`src/rtl/decode_stage_buffer.sv`:
```
// decode_stage_buffer: decodes RV instructions into fields/immediates and queues
// the decoded records in a DEPTH-entry FIFO with valid/ready on both sides.
module decode_stage_buffer #(
    parameter int XLEN  = 32,
    parameter int DEPTH = 2
) (
    input  logic            clk,
    input  logic            reset,
    input  logic            in_valid,
    output logic            in_ready,
    input  logic [31:0]     in_instr,
    input  logic [XLEN-1:0] in_pc,
    input  logic            flush,
    output logic            out_valid,
    input  logic            out_ready,
    output logic [6:0]      opcode,
    output logic [4:0]      rd,
    output logic [2:0]      func3,
    output logic [4:0]      rs1,
    output logic [4:0]      rs2,
    output logic [6:0]      func7,
    output logic [XLEN-1:0] imm,
    output logic [2:0]      imm_type,
    output logic            illegal,
    output logic [XLEN-1:0] out_pc
);
    localparam int PW = DEPTH > 1 ? $clog2(DEPTH) : 1;
    localparam int CW = $clog2(DEPTH + 1);

    logic [PW-1:0]   wr_ptr, rd_ptr;
    logic [CW-1:0]   count;
    logic [31:0]     instr_q [DEPTH];
    logic [XLEN-1:0] pc_q    [DEPTH];
    logic [XLEN-1:0] imm_q   [DEPTH];
    logic [2:0]      type_q  [DEPTH];
    logic            ill_q   [DEPTH];
    logic [2:0]      d_type;
    logic            d_legal;
    logic [31:0]     d_imm32;
    logic [31:0]     h_instr;
    logic            enq, deq;

    function automatic logic [PW-1:0] nxt(input logic [PW-1:0] p);
        return p == PW'(DEPTH - 1) ? '0 : p + 1'b1;
    endfunction

    // Unlisted opcodes (including any with instr[1:0] != 2'b11) stay type 0 and flag illegal.
    always_comb begin
        d_legal = 1'b1;
        d_type  = 3'd0;
        case (in_instr[6:0])
            7'b0000011, 7'b0010011, 7'b0011011, 7'b1100111, 7'b1110011: d_type = 3'd1;
            7'b0100011:             d_type = 3'd2;
            7'b1100011:             d_type = 3'd3;
            7'b0110111, 7'b0010111: d_type = 3'd4;
            7'b1101111:             d_type = 3'd5;
            7'b0110011, 7'b0111011: d_type = 3'd0;
            default:                d_legal = 1'b0;
        endcase
        d_imm32 = d_type == 3'd1 ? {{20{in_instr[31]}}, in_instr[31:20]} :
                  d_type == 3'd2 ? {{20{in_instr[31]}}, in_instr[31:25], in_instr[11:7]} :
                  d_type == 3'd3 ? {{19{in_instr[31]}}, in_instr[31], in_instr[7], in_instr[30:25], in_instr[11:8], 1'b0} :
                  d_type == 3'd4 ? {in_instr[31:12], 12'b0} :
                  d_type == 3'd5 ? {{11{in_instr[31]}}, in_instr[31], in_instr[19:12], in_instr[20], in_instr[30:21], 1'b0} :
                  32'd0;
    end

    assign in_ready  = count < CW'(DEPTH);
    assign out_valid = count != '0;
    assign enq       = in_valid && in_ready && !flush;
    assign deq       = out_valid && out_ready;

    always_ff @(posedge clk or negedge reset) begin
        if (!reset) begin
            wr_ptr <= '0;
            rd_ptr <= '0;
            count  <= '0;
            for (int i = 0; i < DEPTH; i++) begin
                instr_q[i] <= '0;
                pc_q[i]    <= '0;
                imm_q[i]   <= '0;
                type_q[i]  <= '0;
                ill_q[i]   <= 1'b0;
            end
        end else if (flush) begin
            wr_ptr <= '0;
            rd_ptr <= '0;
            count  <= '0;
        end else begin
            if (enq) begin
                instr_q[wr_ptr] <= in_instr;
                pc_q[wr_ptr]    <= in_pc;
                imm_q[wr_ptr]   <= XLEN'($signed(d_imm32));
                type_q[wr_ptr]  <= d_type;
                ill_q[wr_ptr]   <= !d_legal;
                wr_ptr          <= nxt(wr_ptr);
            end
            if (deq) rd_ptr <= nxt(rd_ptr);
            count <= count + CW'(enq) - CW'(deq);
        end
    end

    assign h_instr  = out_valid ? instr_q[rd_ptr] : '0;
    assign opcode   = h_instr[6:0];
    assign rd       = h_instr[11:7];
    assign func3    = h_instr[14:12];
    assign rs1      = h_instr[19:15];
    assign rs2      = h_instr[24:20];
    assign func7    = h_instr[31:25];
    assign imm      = out_valid ? imm_q[rd_ptr] : '0;
    assign imm_type = out_valid ? type_q[rd_ptr] : '0;
    assign illegal  = out_valid && ill_q[rd_ptr];
    assign out_pc   = out_valid ? pc_q[rd_ptr] : '0;
endmodule

```
`config.mk`:
```
export PLATFORM = sky130hd
export DESIGN_NAME = decode_stage_buffer
export DESIGN_NICKNAME = d
export VERILOG_FILES = /design/src/rtl/decode_stage_buffer.sv
export SDC_FILE = /design/constraint.sdc
export NUM_CORES = 1
export LEC_CHECK = 0
export CORE_MARGIN = 2
export CORE_UTILIZATION = 30
export CTS_CLUSTER_SIZE = 14
export DETAILED_ROUTE_END_ITERATION = 8
export GPL_TIMING_DRIVEN = 1
export HOLD_SLACK_MARGIN = 0.12
export PLACE_DENSITY = 0.6
export REMOVE_ABC_BUFFERS = 1
export SLEW_MARGIN = 20
export SYNTH_ARGS = -nofsm -noshare
export SYNTH_HDL_FRONTEND = slang
export SYNTH_SLANG_ARGS = --single-unit
```
`constraint.sdc`:
```
create_clock -name clk -period 2.3 [get_ports clk]
set_clock_uncertainty 0.2 [all_clocks]
set_input_delay 0.46 -clock clk [delete_from_list [all_inputs] [get_ports clk]]
set_output_delay 0.46 -clock clk [all_outputs]
set_load 0.01 [all_outputs]
```
== After elaboration in Yosys (flattened, before gate mapping) ==
Index checks and enable logic that the tools add are counted.

* Flip-flop bits (word level): 204
* Input port bits: 69
* Output and inout bits: 102
* Word-level logic and storage cells: 99

* Add/subtract/negate cells: 4
* Magnitude comparators: 4
* Equality and inequality tests: 17
* Muxes and demuxes: 44
* Bitwise logic cells: 3
* Reduce and logical (&&, ||, !) cells: 14

{| class="wikitable"
|+ Operators with widths
! cell !! number
|-
| 32-bit two-way mux || 18
|-
| 64-bit bitwise mux || 3
|-
| 32-bit demux with 1-bit select || 1
|-
| 7-bit by 6-bit equality test with 1-bit output (second input constant) || 4
|-
| 7-bit equality test (second input constant) || 4
|-
| 7-bit by 5-bit equality test with 1-bit output (second input constant) || 3
|-
| 3-bit two-way mux || 5
|-
| 3-bit case mux with 5 select lines || 1
|-
| 12-bit OR reduction || 1
|-
| 1-bit two-way mux || 11
|-
| 7-bit by 2-bit equality test with 1-bit output (second input constant) || 1
|-
| 6-bit bitwise mux || 1
|-
| 3-bit by 2-bit equality test with 1-bit output (second input constant) || 2
|-
| 3-bit equality test (second input constant) || 2
|-
| 2-bit nonzero test || 3
|-
| 1-bit logical AND || 5
|-
| 5-bit OR reduction || 1
|-
| 2-bit greater-or-equal comparator (second input constant) || 2
|-
| 1-bit NOT with 2-bit output || 2
|-
| 3-bit demux with 1-bit select || 1
|-
| 3-bit by 1-bit equality test with 1-bit output (second input constant) || 1
|-
| 1-bit adder (second input constant) || 2
|-
| 2-bit by 1-bit adder with 2-bit output || 1
|-
| 2-bit bitwise mux || 1
|-
| other kinds (9) || 10
|}

== Longest topological paths before layout ==
* Depth after elaboration: 10
* Depth in mapped cells: 9
* Gate-level depth less buffers: 8

== Least setup slack after synthesis ==
No wires, ideal clock.

* Path kind: input to register
* From: input port flush
* To: register imm_q[46] (netlist bit)
* Setup time: 0.156 ns
* Arrival time: 1.665 ns
* Required time: 1.944 ns
* Setup slack: 0.279 ns
* Stages: 7
* Path buffers: 4
* Path through: buf_6 > or4b_4 > buf_6 > buf_6 > buf_2 > nand2_1 > o211ai_1

* Longest elaborated chain between the ends: 3
* Elaborated cells between the ends (all ways): 4
* Those cells by class: bitwise: 1; reduce/logical: 3

{| class="wikitable"
|+ Ends and longest elaborated chain
! element !! line !! text
|-
| from (decl) || 13 || <nowiki>input logic flush,</nowiki>
|-
| 1-bit logical NOT || 70 || <nowiki>assign enq = in_valid && in_ready && !flush;</nowiki>
|-
| 1-bit logical AND || 70 ||
|-
| 2-bit AND reduction (no line) (*) || -- ||
|-
| to (signal, indexed assignment) || 93 || <nowiki>imm_q[wr_ptr] <= XLEN'($signed(d_imm32));</nowiki>
|-
| to (decl) || 34 || <nowiki>logic [XLEN-1:0] imm_q [DEPTH];</nowiki>
|}

Mark *: on every way between the ends. The rest lies on a longest branch, timed or not.
A chain may end at the register's enable or synchronous reset.

== Worst setup path after layout ==
* From: register rd_ptr
* To: output port func3[2]

* Longest elaborated chain between the ends: 5

{| class="wikitable"
|+ Ends and longest elaborated chain
! element !! line !! text
|-
| from (decl) || 30 || <nowiki>logic [PW-1:0] wr_ptr, rd_ptr;</nowiki>
|-
| from (signal assigned) || 98 || <nowiki>if (deq) rd_ptr <= nxt(rd_ptr);</nowiki>
|-
| 1-bit NOT with 2-bit output (implied by the code) || 103 || <nowiki>assign h_instr = out_valid ? instr_q[rd_ptr] : '0;</nowiki>
|-
| 32-bit two-way mux (implied by the code) (3 in series) || 103 ||
|-
| 32-bit two-way mux || 103 ||
|-
| to (decl) || 18 || <nowiki>output logic [2:0] func3,</nowiki>
|}

Every way passes these cells. The select of a mux whose other input is x is not followed.

==> impl_metrics.toml <==
[outcome]
outcome = "complete, but fails checks"
failing_checks = "setup timing"

[placed_design]
dpl.hpwl_mm = 19.21
placement.io_buffers = 170
finalWeightedCongestion = 0.8011
placed_cell_area_um2 = 12760

[setup_path]
worstSetupEndpointType = "primary output"
critical_path_buf_inv_count = 4
critical_path_cell_count = 6
crit_slowest_cell = "dfrtp_4"
crit_fanout = 6
criticalPathCategory = "flip-flop to primary output"
crit_family = "buffers and inverters"
worstPathCellList = "buf_12 > buf_8 > buf_16 > mux2i_1 > nor2_1 > buf_2"
timing.critical_path.from_type = "flip-flop"
timing.reg2reg.worst_path_depth = 5
cp.arrival_ps = 1950
critical_path_s_largest_stage_delay_ps = 530
worst_ep_required_time_ps = 1640

[finish]
flow.area_growth_from_synthesis_pct = 42.75
footprint_of_the_multi_input_gates_um2 = 4591
fillCellCount = 3080
antenna_cells_inserted = 0
layout-drive-gt1-share_pct = 24.69
seq_area_um2 = 5109
post-route-cell-area_um2 = 13900
nNetsFinal = 1414

[clock_tree]
clkLatencyLatePin_ps = 510
clockRootBuffer = "clkbuf_16"
cts_buffers = 24
cts_tree = "built"
worst_setup_hold_path_clk_slew_ps = 60
clock_sinks = 204
h-tree-depth = 1
cts_buffer_depth = 3

[global_routing]
globalRouteMet3Util_pct = 2.015
grt_start_max_net_pins = 57
grtUsageMet1_pct = 22.91
use_met2_pct = 29.51
grt-ovfl-total = 0
globalRouteTotalUtil_pct = 16.98
grt_pass1_vias = 8390
number_of_antenna_violations_at_the_first_check_in_global_routing = 0
global_route.peak_usage_layer = "met2"
grt_pass1_wl_mm = 45.66

[synth]
yosys-mux-area-fraction_pct = 10.28
synth_top_area_share_pct = 52.43
main_combinational_cell_family_by_area_after_synthesis = "simple AND/OR/NAND/NOR gates"
synth_adder_area_share_pct = 0.3598
ys.flop_type = "dfrtp_1"
synthTopCellsByArea = "dfrtp_1, nand2_1, mux2i_1"
synthesis.area_um2 = 9737
synth.yosys.warnings = 0
syn_inst = 1092
synth-async-reset-ratio_pct = 100.0
yosys.area_share.xor_xnor_pct = 0.4498
synth-simple-area-share_pct = 24.47
synth_enable_flop_cells = 0
netlist-cell-type-count = 50
postSynthAreaPerCell_um2 = 8.917
ys_seq_elements = 204
ys_seq_area_share_pct = 52.43
synth_compound_area_share_pct = 7.980
yosys_top_cell_by_area = "dfrtp_1"

[power]
total_leakage_power_nw = 6.668
power_density_nw_per_um2 = 1146
irDropWorstVdd_mv = 0.4948

[hold_path]
hold_path_class = "flip-flop to flip-flop"
hold-path-cell-count = 2

[detailed_routing]
route.detailed.drc = 0
overall_via_count_from_detail_route = 8379
dr.pass1.iters = 6
viasPerCell = 4.753
route.antenna.remaining_nets = 0
routed_wl_mm = 28.85
drt_wl_cell_um = 16.37
detail_route.iter0.violations = 453

[die]
floorplan.initialDensity_pct = 30.70
y_dimension_of_the_die_um = 184.2
io_pins = 171
fp-row-count = 65
die_span_in_x_um = 184.2
design.die.area_um2 = 33910
core_um2 = 31720

[sta]
unrepaired_setup_endpoints_after_global_routing = "yes"
min_period_over_period_pct = 113.5
pins_over_their_slew_limit = 0
achievable-frequency_ghz = 0.3830
finalHoldViolations = 0
max_slew_margin_pct = 38.16
final.min_clock_period_ps = 2611
setup_ws_ps = -310.8
finalSetupViolCount = 100
worstMarginPinSlew_ps = 922.1
timing.setup.tns_ps = -15420

[flow_run]
drv_cap = 0
## flip-flops by register name (all words and copies together) (netlist names)
signal,cells
pc_q,64
wr_ptr,1
ill_q,2
count,2
imm_q,64
instr_q,64
rd_ptr,1
type_q,6
## tightest hold or removal path, stage by stage (launching register included)
cell	delay (ps)
dfrtp_1	340
nand2_1	50
nand2_1	50
## cell type report
type                    count  share of cell area [%]
inverters                   6                  0.1620
flip-flops and latches    204                   36.75
multi-input cells         803                   33.03
well taps                 402                   3.619
repair buffers            304                   20.27
clock buffers              33                   5.149
clock inverters            11                   1.017
## path summary, 6_finish.rpt
check | from | endpoint | slack (ps)
min in group asynchronous | reset | pc_q[39] | 280
worst min register to register | pc_q[42] | pc_q[42] | 270
worst max register to register | count[1] | imm_q[33] | 110
worst min-delay path | pc_q[42] | pc_q[42] | 270
max in group asynchronous | reset | pc_q[10] | 960
worst max-delay path | rd_ptr | func3[2] | -310
## kinds of logic after synthesis
group                    after synthesis
multiplexers                         100
AO/OA/AOI/OAI                        102
XOR/XNOR                               5
adder cells (fa/ha/maj)                3
flip-flops                           204
buffers and inverters                 85
AND/OR/NAND/NOR                      593
## cells in the final DEF, fill, tap and decap left out, drive strengths merged, types with 3 or more instances in the layout
| cell type | n |
|---|---|
| a22o | 20 |
| a31o | 8 |
| a31oi | 5 |
| and2 | 3 |
| buf | 234 |
| bufinv | 3 |
| clkbuf | 33 |
| clkdlybuf4s50 | 67 |
| clkinv | 5 |
| clkinvlp | 3 |
| dfrtp | 204 |
| inv | 6 |
| mux2i | 100 |
| nand2 | 450 |
| nand3 | 3 |
| nor2 | 110 |
| nor2b | 3 |
| nor3 | 3 |
| o211ai | 39 |
| o21ai | 13 |
| o31ai | 7 |
| xnor2 | 4 |
## Yosys cell counts (all sizes together), types with 4 or more instances
cell type	count
a31oi	5
nor2	110
nand2	450
mux2i	100
xnor2	4
o31ai	7
o21ai	13
a22o	20
inv	6
dfrtp	204
a31o	8
clkbuf	39
buf	40
o211ai	39
## metrics by stage
stage / setup WS (ps) / hold WS (ps) / util (%) / cells / total power [mW]
global route: -350.5 / 288.9 / 43.82 / 1763 / 16.97
finish: -310.8 / 273.3 / 43.82 / 1763 / 15.93
floorplan: -4243 / -35.59 / - / 1013 / 8.185
global placement: -447.9 / 236.1 / 40.23 / 1693 / 11.33
detailed placement: -448.3 / 236.2 / 40.23 / 1693 / 11.46
CTS: -341.6 / 273.8 / 43.59 / 1759 / 16.03
## power by group
part / internal [mW] / switching, mW
sequential: 4.80 / 0.745
combinational: 3.08 / 3.23
clock: 2.51 / 1.56
## timing repair
item,in CTS,in global routing
buffers inserted,16,9
gates resized for setup,474,29
pin swaps,21,27
gates cloned,7,0
endpoints found under the setup margin,102,101
hold endpoints to repair,137,0
hold buffers,1,0
## layer usage
metal / part of all wire [%] / vias to the layer above / wire length [um]
li1: - / 4080 / -
met1: 45 / 4091 / 13030
met2: 50 / 184 / 14290
met3: 3.9 / 24 / 1122
met4: 1.4 / 0 / 417
met5: 0 / - / 0
Power figures use the tool's default switching activity.
==> RTL change, RTL diff (same settings) <==
The parameter `XLEN` goes from 32 to 64.
--- a/src/rtl/decode_stage_buffer.sv
+++ b/src/rtl/decode_stage_buffer.sv
@@ -1,7 +1,7 @@
 // decode_stage_buffer: decodes RV instructions into fields/immediates and queues
 // the decoded records in a DEPTH-entry FIFO with valid/ready on both sides.
 module decode_stage_buffer #(
-    parameter int XLEN  = 32,
+    parameter int XLEN  = 64,
     parameter int DEPTH = 2
 ) (
     input  logic            clk,
Ports: changed (resized imm, in_pc and out_pc); port bits go from 171 to 267. The function was not compared with the original's and may differ.
==> RTL change against the original RTL <==
- wire length rose by 38%
- non-clock buffer count rose by 113
- power increased by 32%
- largest power group unchanged
- area after synthesis rose by 31%
- critical path type unchanged
- hold slack worse by 0.097 ns
- sequential share of layout area is 0.41 points higher
- the flow still finishes with violations (negative setup slack)
- design area up 30%
- highest routed layer is now met5
- worst setup slack worse by 0.083 ns
- sequential cell count increased by 64
==> RTL change: results (changes against the original RTL) <==
instances_no_fill: 2347  # +33%
routed-wl-met3_um: 2300  # +110%
failed_checks: "negative setup slack"
dp_slack_ns: -0.421  # +0.0270 ns
setup_violations: 165  # +65%
synth_compound_area_share_pct: 5.90  # -2.1 points
synth.area.mux_share_pct: 10.4  # +0.16 points
crit_arrival_ns: 2.03  # +0.08 ns
antenna_found_initial: 1  # +1
cp_max_fo: 8  # +2
met2_usage_pct: 29.3  # -0.19 points
dpl_cell_area_sq_um: 16800  # +32%
wl_met1_um: 18200  # +40%
status: "complete, but fails checks"
dp_hpwl_um: 26900  # +40%
setup_slack_ns: -0.393  # -0.0826 ns
track_usage_pct: 17.7  # +0.75 points
clk_latency_ns: 0.55  # +0.04 ns
synthAdderAreaFrac_pct: 0.275  # -0.085 points
grt_pass1_wl_um: 62400  # +37%
synthXorXnorAreaFrac_pct: 0.275  # -0.18 points
via_per_inst: 4.71  # -0.80%
highest_layer: "met5"
synth_seq_area_share_pct: 52.6  # +0.15 points
drt_iter0_markers: 856  # +89%
RTL change: cell types whose count changed after synthesis, moves of 6 or more:
cell and change:
mux2i_1 +33, dfrtp_1 +64, nor2_1 +60, a221o_1 +16
nand2_1 +153, clkbuf_1 +7, o211ai_1 -39, a31oi_1 +25
buf_4 +32, a22o_1 -19, a31o_2 -8, a21oi_1 +21
o21ai_0 +14, buf_2 +6
RTL change: area by class of cell:
cell class | instances | area, sq um
flip-flops and latches | 268 | 6710
clock buffers | 47 | 896
clock inverters | 7 | 63.8
multi-input cells | 1061 | 5630
repair buffers | 417 | 4050
diodes | 1 | 2.50
well taps | 539 | 674
inverters | 7 | 26.3
fillers | 4100 | 23900
RTL change: worst paths after layout:
kind / depth (start not counted) / slack [ns] / endpoint
setup / recovery: 7 / -0.39 / imm[31]
hold / removal: 2 / 0.18 / pc_q[36]
setup reg to reg: 10 / 0.08 / count[1]
hold reg to reg: 2 / 0.27 / pc_q[0]
max in group asynchronous: 3 / 1.00 / pc_q[86]
min in group clk: 3 / 0.24 / pc_q[74]
RTL change: timing repair:
item / in CTS / in global routing
setup buffers: 13 / 13
hold endpoints to repair: 268 / 0
cloned: 6 / 1
pin swaps: 16 / 16
resized for setup: 555 / 106
endpoints found under the setup margin: 166 / 167
hold buffers: 1 / 0
RTL change: power breakdown:
part	leakage, nW	switching [mW]	total (mW)	internal [mW]
clock network	0.475	1.94	4.71	2.77
logic	4.97	4.37	8.42	4.06
registers	3.37	1.16	7.94	6.78
total	8.82	7.47	21.1	13.6
RTL change: worst reg2reg max path, cell delays in order, from the launching register on:
cell,delay [ns]
dfrtp_1,0.41
nor2_4,0.20
buf_12,0.18
inv_1,0.07
and2_1,0.21
ha_1,0.29
inv_1,0.04
ha_1,0.18
xnor2_1,0.16
xnor2_1,0.14
nor2_1,0.05
